--- src/rtl/seg7_scan_driver.sv ---
// seg7_scan_driver: 4-digit common-anode scan driver (ports: clk, rst_n, thou/hund/ten/one, load, dp, blink_mask, blank_lz -> an, seg, dp_out, frame_tick)
module seg7_scan_driver #(
  parameter int SCAN_DIV  = 100000,
  parameter int DEAD      = 2,
  parameter int BLINK_DIV = 25000000
) (
  input  logic       clk,
  input  logic       rst_n,
  input  logic [3:0] thou,
  input  logic [3:0] hund,
  input  logic [3:0] ten,
  input  logic [3:0] one,
  input  logic       load,
  input  logic [3:0] dp,
  input  logic [3:0] blink_mask,
  input  logic       blank_lz,
  output logic [3:0] an,
  output logic [6:0] seg,
  output logic       dp_out,
  output logic       frame_tick
);
  localparam int SW = $clog2(SCAN_DIV);
  localparam int BW = $clog2(BLINK_DIV);
  logic [15:0]   r_sh;
  logic [SW-1:0] r_slot;
  logic [1:0]    r_idx;
  logic [BW-1:0] r_blink;
  logic          r_boff;
  logic [3:0]    r_an;
  logic [6:0]    r_seg;
  logic          r_dp;
  logic          r_ft;
  logic [3:0]    w_d;
  logic [6:0]    w_pat;
  logic          w_last, w_btc, w_blank, w_dark;
  assign w_last  = r_slot == SW'(SCAN_DIV - 1);
  assign w_btc   = r_blink == BW'(BLINK_DIV - 1);
  assign w_d     = r_sh[{r_idx, 2'b00} +: 4];
  assign w_blank = blank_lz & (r_idx == 2'd3 ? r_sh[15:12] == 4'h0 :
                               r_idx == 2'd2 ? r_sh[15:8] == 8'h0 :
                               r_idx == 2'd1 ? r_sh[15:4] == 12'h0 : 1'b0);
  assign w_dark  = (32'(r_slot) < DEAD) | (r_boff & blink_mask[r_idx]);
  always_comb begin
    w_pat = 7'b0111111;
    case (w_d)
      4'd0: w_pat = 7'b1000000;
      4'd1: w_pat = 7'b1111001;
      4'd2: w_pat = 7'b0100100;
      4'd3: w_pat = 7'b0110000;
      4'd4: w_pat = 7'b0011001;
      4'd5: w_pat = 7'b0010010;
      4'd6: w_pat = 7'b0000010;
      4'd7: w_pat = 7'b1111000;
      4'd8: w_pat = 7'b0000000;
      4'd9: w_pat = 7'b0010000;
      default: w_pat = 7'b0111111;
    endcase
  end
  always_ff @(posedge clk or negedge rst_n) begin
    if (!rst_n) begin
      r_sh    <= '0;
      r_slot  <= '0;
      r_idx   <= '0;
      r_blink <= '0;
      r_boff  <= 1'b0;
      r_an    <= 4'hf;
      r_seg   <= 7'h7f;
      r_dp    <= 1'b1;
      r_ft    <= 1'b0;
    end else begin
      if (load) r_sh <= {thou, hund, ten, one};
      r_slot  <= w_last ? '0 : r_slot + 1'b1;
      if (w_last) r_idx <= r_idx + 1'b1;
      r_blink <= w_btc ? '0 : r_blink + 1'b1;
      if (w_btc) r_boff <= ~r_boff;
      r_ft    <= w_last & (r_idx == 2'd3);
      r_an    <= w_dark ? 4'hf : ~(4'b1 << r_idx);
      r_seg   <= (w_dark | w_blank) ? 7'h7f : w_pat;
      r_dp    <= w_dark | ~dp[r_idx];
    end
  end
  assign an         = r_an;
  assign seg        = r_seg;
  assign dp_out     = r_dp;
  assign frame_tick = r_ft;
endmodule

--- config.mk ---
export PLATFORM = sky130hd
export DESIGN_NAME = seg7_scan_driver
export DESIGN_NICKNAME = d
export VERILOG_FILES = /design/src/rtl/seg7_scan_driver.sv
export SDC_FILE = /design/constraint.sdc
export NUM_CORES = 1
export LEC_CHECK = 0
export CAP_MARGIN = 30
export CORE_ASPECT_RATIO = 0.9
export CORE_UTILIZATION = 56
export DETAILED_ROUTE_END_ITERATION = 8
export HOLD_SLACK_MARGIN = 0.02
export PLACE_DENSITY = 0.87
export SETUP_SLACK_MARGIN = 0.02
export SLEW_MARGIN = 20
export SYNTH_ARGS = -nofsm -noshare
export SYNTH_HDL_FRONTEND = slang
export SYNTH_SLANG_ARGS = --single-unit
export TNS_END_PERCENT = 20
--- constraint.sdc ---
create_clock -name clk -period 2.6 [get_ports clk]
set_input_delay 0.52 -clock clk [delete_from_list [all_inputs] [get_ports clk]]
set_output_delay 0.52 -clock clk [all_outputs]
set_load 0.02 [all_outputs]
==> metrics.txt, run 1 <==
status=complete, no violations; vias in the first global route=around 2,400; final core occ=0.711; crit path capture type=flop; final hold vios=0; fillers=approximately 400; Initial Util=0.599; commonest non-fill, non-tap cell in the layout=dfrtp_1; Setup violations, final=0; pin count of the biggest net entering global routing=75; Netlist cell types=39; DRC Markers=0; clock net sink count=between 70 and 80; P_int=~1.8 mW; CTS H-tree depth=3; PortBufs=40; detailed placement HPWL=about 4.6 mm; vias per cell=between 5 and 6; Syn Nets=336; RSZ-0062 raised after global routing=no; wire length per cell=15.8 um; crit path DAT=2.31 ns; Hold Slack=approximately 0.16 ns; initial antenna violation count=0; Hold Crit Class=in2async; diodes inserted=0; crit path max fanout=15; Cells after DPL=around 400; Flop pwr share=0.532; Logic pwr share=0.100; total power divided by cell area=~560 nW/um2; Ports=41; Post-DRT Antenna Nets=0; Die X=about 85 um; total gr overflow=0; layout cells sized above 1=0.167; Sw Share=0.237; final std cells w/o fill=around 420; min Tclk post-route=around 2.1 ns; Static Leak=1.80 nW; worst-case clock buffer depth=2; Crit Path Class=reg2reg; first-pass GRT wire length=about 11 mm; worst skew pair latency=about 0.36 ns; CP required=2.81 ns; initial DRC count=roughly 120; area of the multi-input gates=around 1600 um2; Worst VDD drop=approximately 450 uV; flops & latches, synth=74; Max Cap Viol=0; clock share of power=0.368; Syn-to-layout area delta=18.8%; fmax=between 0.4 and 0.5 GHz; hold_buf cts=0; Seq/Total Area, Yosys=0.532; Sw Pwr=551 uW; Final #Nets=about 380; highest-count cells in the layout ignoring fill and taps=dfrtp_1 (62), clkdlybuf4s50_1 (39), nor2_1 (32), nand2_1 (27), xnor2_1 (20); Vert. Die Dim=77.1 um; clk_skew=between 0.01 and 0.015 ns; Post-CTS Setup Inserts=0; slew margin rel.=0.636; CTS Root Cell=clkbuf_8; Inserted Clock Buffers=9; worst-case reg-to-reg path depth=4; Total GRT Usage=0.226; Total Neg Setup Slack=0 ns; Syn. warnings=0; Syn Inst Count=a little under 300; Vias=between 2,000 and 2,500; DIE AREA=6580 um2; Core ar.=between 5000 and 6000 um2; syn_area_per_cell=11.8 um2; Slew Limit Fails=0; clk slew on worst S/H paths=about 0.080 ns; Rows=26; synthesized area=around 3500 um2; TritonRoute pass-1 iters=5; crit share post-route=0.808; post_cts resized=0; Worst Max-Slew Pin Slew=~0.55 ns; CTS tree=built; FF/Latch Area=about 1900 um2; Critical Path Source Type=flop; GPL Wtd Cong=between 0.8 and 0.9; final WL=6.61 mm
power groups by stage:
stage	Clock (mW)	Combinational [mW]	Sequential, mW
final	0.854	0.232	1.24
after global routing	0.927	0.253	1.24
after CTS	0.875	0.234	1.24
after detailed placement	0	0.232	1.26
after global placement	0	0.225	1.26
after floorplan	0	0.0876	1.27
final cells by class:
type,count,area share
clock inverters,5,0.0132
repair buffers,43,0.103
clock buffers,11,0.0315
multi-input cells,211,0.379
flip-flops and latches,74,0.448
well taps,70,0.0210
inverters,4,0.00360
worst paths after layout:
| kind | startpoint | slack (ns) | endpoint |
|---|---|---|---|
| max | r_blink[6] | 0.50 | r_boff |
| max reg2reg | r_blink[6] | 0.50 | r_boff |
| min reg2reg | r_slot[11] | 0.48 | r_slot[11] |
| max in group asynchronous | rst_n | 2.08 | an[1] |
| min | rst_n | 0.16 | r_blink[7] |
| min in group clk | r_slot[11] | 0.48 | r_slot[11] |
stage by stage:
step / worst slack, ns / power [mW] / area [um2]
3_5_place_dp: 0.398 / 1.49 / 3980
2_1_floorplan: 0.759 / 1.36 / 3510
3_3_place_gp: 0.469 / 1.48 / 3980
6_report: 0.498 / 2.32 / 4170
4_1_cts: 0.510 / 2.34 / 4170
5_1_grt: 0.315 / 2.42 / 4170
routing by layer:
metal,vias to the layer above,wire length [um],track usage
li1,1132,-,-
met1,1179,2920,0.283
met2,53,3290,0.369
met3,14,282,0.0829
met4,0,116,0.0650
met5,-,0,0
cell usage after synthesis:
cell type | number | area (um2)
dfrtp_1 | 62 | 1550
nor2_1 | 32 | 120
nand2_1 | 27 | 101
xnor2_1 | 20 | 175
nand3_1 | 19 | 95.1
mux2_2 | 17 | 191
xor2_1 | 17 | 149
dfstp_2 | 12 | 315
ha_1 | 11 | 138
nand4_1 | 8 | 50.1
and4_1 | 7 | 61.3
mux4_2 | 6 | 135
nor4_1 | 5 | 31.3
and2_1 | 4 | 25.0
inv_1 | 4 | 15.0
mux2i_1 | 4 | 40.0
o21ai_1 | 4 | 20.0
a31oi_1 | 3 | 18.8
and3_1 | 3 | 18.8
buf_2 | 3 | 15.0
nor3_1 | 3 | 15.0
a21o_1 | 2 | 15.0
a21oi_1 | 2 | 10.0
clkbuf_1 | 2 | 7.51
nand2b_1 | 2 | 12.5
nor2b_1 | 2 | 12.5
nor4_4 | 2 | 42.5
o21a_1 | 2 | 15.0
o21ai_0 | 2 | 10.0
a211oi_1 | 1 | 7.51
a2bb2oi_2 | 1 | 15.0
buf_1 | 1 | 3.75
buf_4 | 1 | 7.51
buf_6 | 1 | 11.3
nor3b_2 | 1 | 12.5
nor4_2 | 1 | 12.5
nor4bb_1 | 1 | 10.0
o211ai_1 | 1 | 7.51
or4_4 | 1 | 11.3
worst max-delay path: stages, from the launching register on:
cell and delay, ns:
dfrtp_1 0.45, or4_4 0.57, nor4_4 0.27, and2_1 0.52, xor2_1 0.13
sequential cells by signal (all words and copies together), names as in the netlist:
signal      flops
r_blink        25
r_slot         17
r_sh           16
seg             7
an              4
r_idx           2
dp_out          1
frame_tick      1
r_boff          1
logic make-up (layout without fill, tap and decap cells):
| kind of cell | after synthesis | count (layout) | share of synthesized area |
|---|---|---|---|
| AO/OA/AOI/OAI | 18 | 18 | 0.0339 |
| XOR/XNOR | 37 | 37 | 0.0924 |
| adder cells (fa/ha/maj) | 11 | 11 | 0.0393 |
| buffers and inverters | 12 | 63 | 0.0171 |
| flip-flops | 74 | 74 | 0.532 |
| multiplexers | 27 | 27 | 0.105 |
| AND/OR/NAND/NOR | 118 | 118 | 0.180 |
(Power assumes the default switching activity.)
==> run 2, diff against run 1 <==
- clock period: 2.6 -> 2.1 ns (I/O delays scaled with it)
==> run 2 against run 1 <==
Effect of this change: non-clock buffer count increased by 2; first-iteration DRC count increased by 0.83%; sequential share of layout area decreased by 0.70 points; global-route usage increased by 0.82 points; final area increased by 1.7%; clock power increased by 44%; register-to-register slack got worse by 0.27 ns; power increased by 31%; setup slack got worse by 0.31 ns; clock-buffer cell count decreased by 1.
==> metrics.txt, run 2 (synthesized netlist as in run 1, its figures left out) <==
Regs by FF count=r_blink: 25 flops, r_slot: 17 flops, r_sh: 16 flops; TritonRoute pass-1 iters=4 (-1); wire length per cell=16.0 um (+0.92%); Total GRT Usage=0.234 (+0.00825); crit path max fanout=1 (-14); Top reg by flops=r_blink; worst skew pair latency=0.35 ns (about the same); Post-CTS Setup Inserts=0 (unchanged); min setup slack post-route=0.185 ns (-0.313 ns); status=complete, no violations; Vias=2,382 (+0.17%); min Tclk post-route=approximately 1.9 ns; final core occ=0.723 (+0.0118); DRC Markers=0 (unchanged); Largest delay share family, worst path=buffers and inverters; crit path DAT=1.49 ns (-0.82 ns); clock net sink count=74 (unchanged); Core ar.=5860 um2 (unchanged); Syn-to-layout area delta=20.8%; Vert. Die Dim=77.1 um (unchanged); RSZ-0062 raised after global routing=no; first-pass GRT wire length=11.9 mm (+5.0%); layout cells sized above 1=0.183 (+0.0162); dpl ws=0.000135 ns (-0.398 ns); initial DRC count=122 (+0.83%); crit path capture type=output pin; CP required=1.68 ns (-1.13 ns); GPL Wtd Cong=0.883 (-0.88%); Initial Util=0.599 (unchanged); worst-case clock buffer depth=2 (unchanged); Crit Path Class=reg2out; Max Cap Viol=0 (unchanged); Design Power=3.05 mW (+31%); clk_skew=0.00940 ns (-0.00277 ns); total gr overflow=0 (unchanged); Area after DPL=4010 um2 (+0.69%); total power divided by cell area=720 nW/um2 (+29%); Static Leak=1.83 nW (+1.7%); Rows=26 (unchanged); crit share post-route=0.912; Setup violations, final=0 (unchanged); Ports=41 (unchanged); CTS Root Cell=clkbuf_8; commonest non-fill, non-tap cell in the layout=dfrtp_1; slowest CP cell=clkdlybuf4s50_1; highest-count cells in the layout ignoring fill and taps=dfrtp_1 (61), clkdlybuf4s50_1 (39), nor2_1 (32), nand2_1 (27), xnor2_1 (20); CTS H-tree depth=3 (unchanged); vias per cell=5.67 (-0.31%); slew margin rel.=0.644 (+0.00792); detailed placement HPWL=4.66 mm (+0.82%); Die X=85.4 um (unchanged); clk slew on worst S/H paths=0.08 ns (about the same); PortBufs=40 (unchanged); finished layout cell area=4230 um2 (+1.7%); Hold Crit Class=in2async; DIE AREA=6580 um2 (unchanged); Post-DRT Antenna Nets=0 (unchanged); fmax=0.522 GHz; Worst Max-Slew Pin Slew=0.529 ns (-0.0175 ns); Final #Nets=384 (+0.52%); Inserted Clock Buffers=9 (unchanged); Cell Chain, Critical Path=clkdlybuf4s50_1; initial antenna violation count=0 (unchanged); max FFs per register=25 (unchanged); Total Neg Setup Slack=0 ns (unchanged); Worst VDD drop=684 uV (+53%); pin count of the biggest net entering global routing=75 (unchanged); Buf/Inv on CP=1 (+1); slowest cell delay on critical path=0.62 ns (+0.05 ns); CTS tree=built; diodes inserted=0 (unchanged); Critical Path Source Type=flop; final hold vios=0 (unchanged); final WL=6.70 mm (+1.4%); Slew Limit Fails=0 (unchanged); vias in the first global route=2,514 (+3.4%)
==> run 2: layout make-up <==
type / instances / area, um2
sequential: 74 / 1870
fill: 398 / 1620
multi-input combinational: 211 / 1580
timing repair buffer: 45 / 458
clock buffer: 10 / 138
clock inverter: 6 / 88.8
tap: 70 / 87.6
inverter: 4 / 15.0
==> run 2: repair_timing <==
action                                  4_1_cts  5_1_grt
hold buffers                                  0        0
endpoints found under the hold margin         0        0
gates resized for setup                       0        1
endpoints found under the setup margin        0        2
==> run 2: report_power, final <==
group,internal (mW),total [mW],switching (mW)
registers,1.49,1.53,0.0348
clock network,0.703,1.23,0.529
logic,0.153,0.288,0.135
==> run 2: final timing paths <==
path	slack, ns	end	cells past startpoint	from
hold / removal	0.07	r_blink[7]	2	rst_n
max in group asynchronous	1.67	an[1]	2	rst_n
setup / recovery	0.19	seg[6]	1	seg[6]
hold reg to reg	0.49	r_blink[24]	1	r_blink[24]
min in group clk	0.49	r_blink[24]	1	r_blink[24]
setup reg to reg	0.23	r_blink[24]	6	r_blink[0]
==> run 2: metal layers <==
layer | vias to the layer above | track usage | part of all wire
met3 | 6 | 0.0646 | 0.039
met5 | - | 0 | 0
met4 | 0 | 0.0500 | 0.0064
met2 | 55 | 0.398 | 0.52
met1 | 1185 | 0.300 | 0.44
li1 | 1136 | - | -
==> run 2: worst register-to-register path, stage by stage (launching register included) <==
cell and delay (ns):
dfrtp_1 0.39, ha_1 0.21, and4_1 0.29, nor3b_2 0.37, and2_1 0.28, a21o_1 0.15, a31oi_1 0.07
==> run 2: metrics by stage <==
stage / instances / hold slack (ns)
after floorplan: 297 / 0.124
after global placement: 404 / 0.467
after detailed placement: 404 / 0.475
after CTS: 420 / 0.0806
after global routing: 420 / 0.102
final: 420 / 0.0728
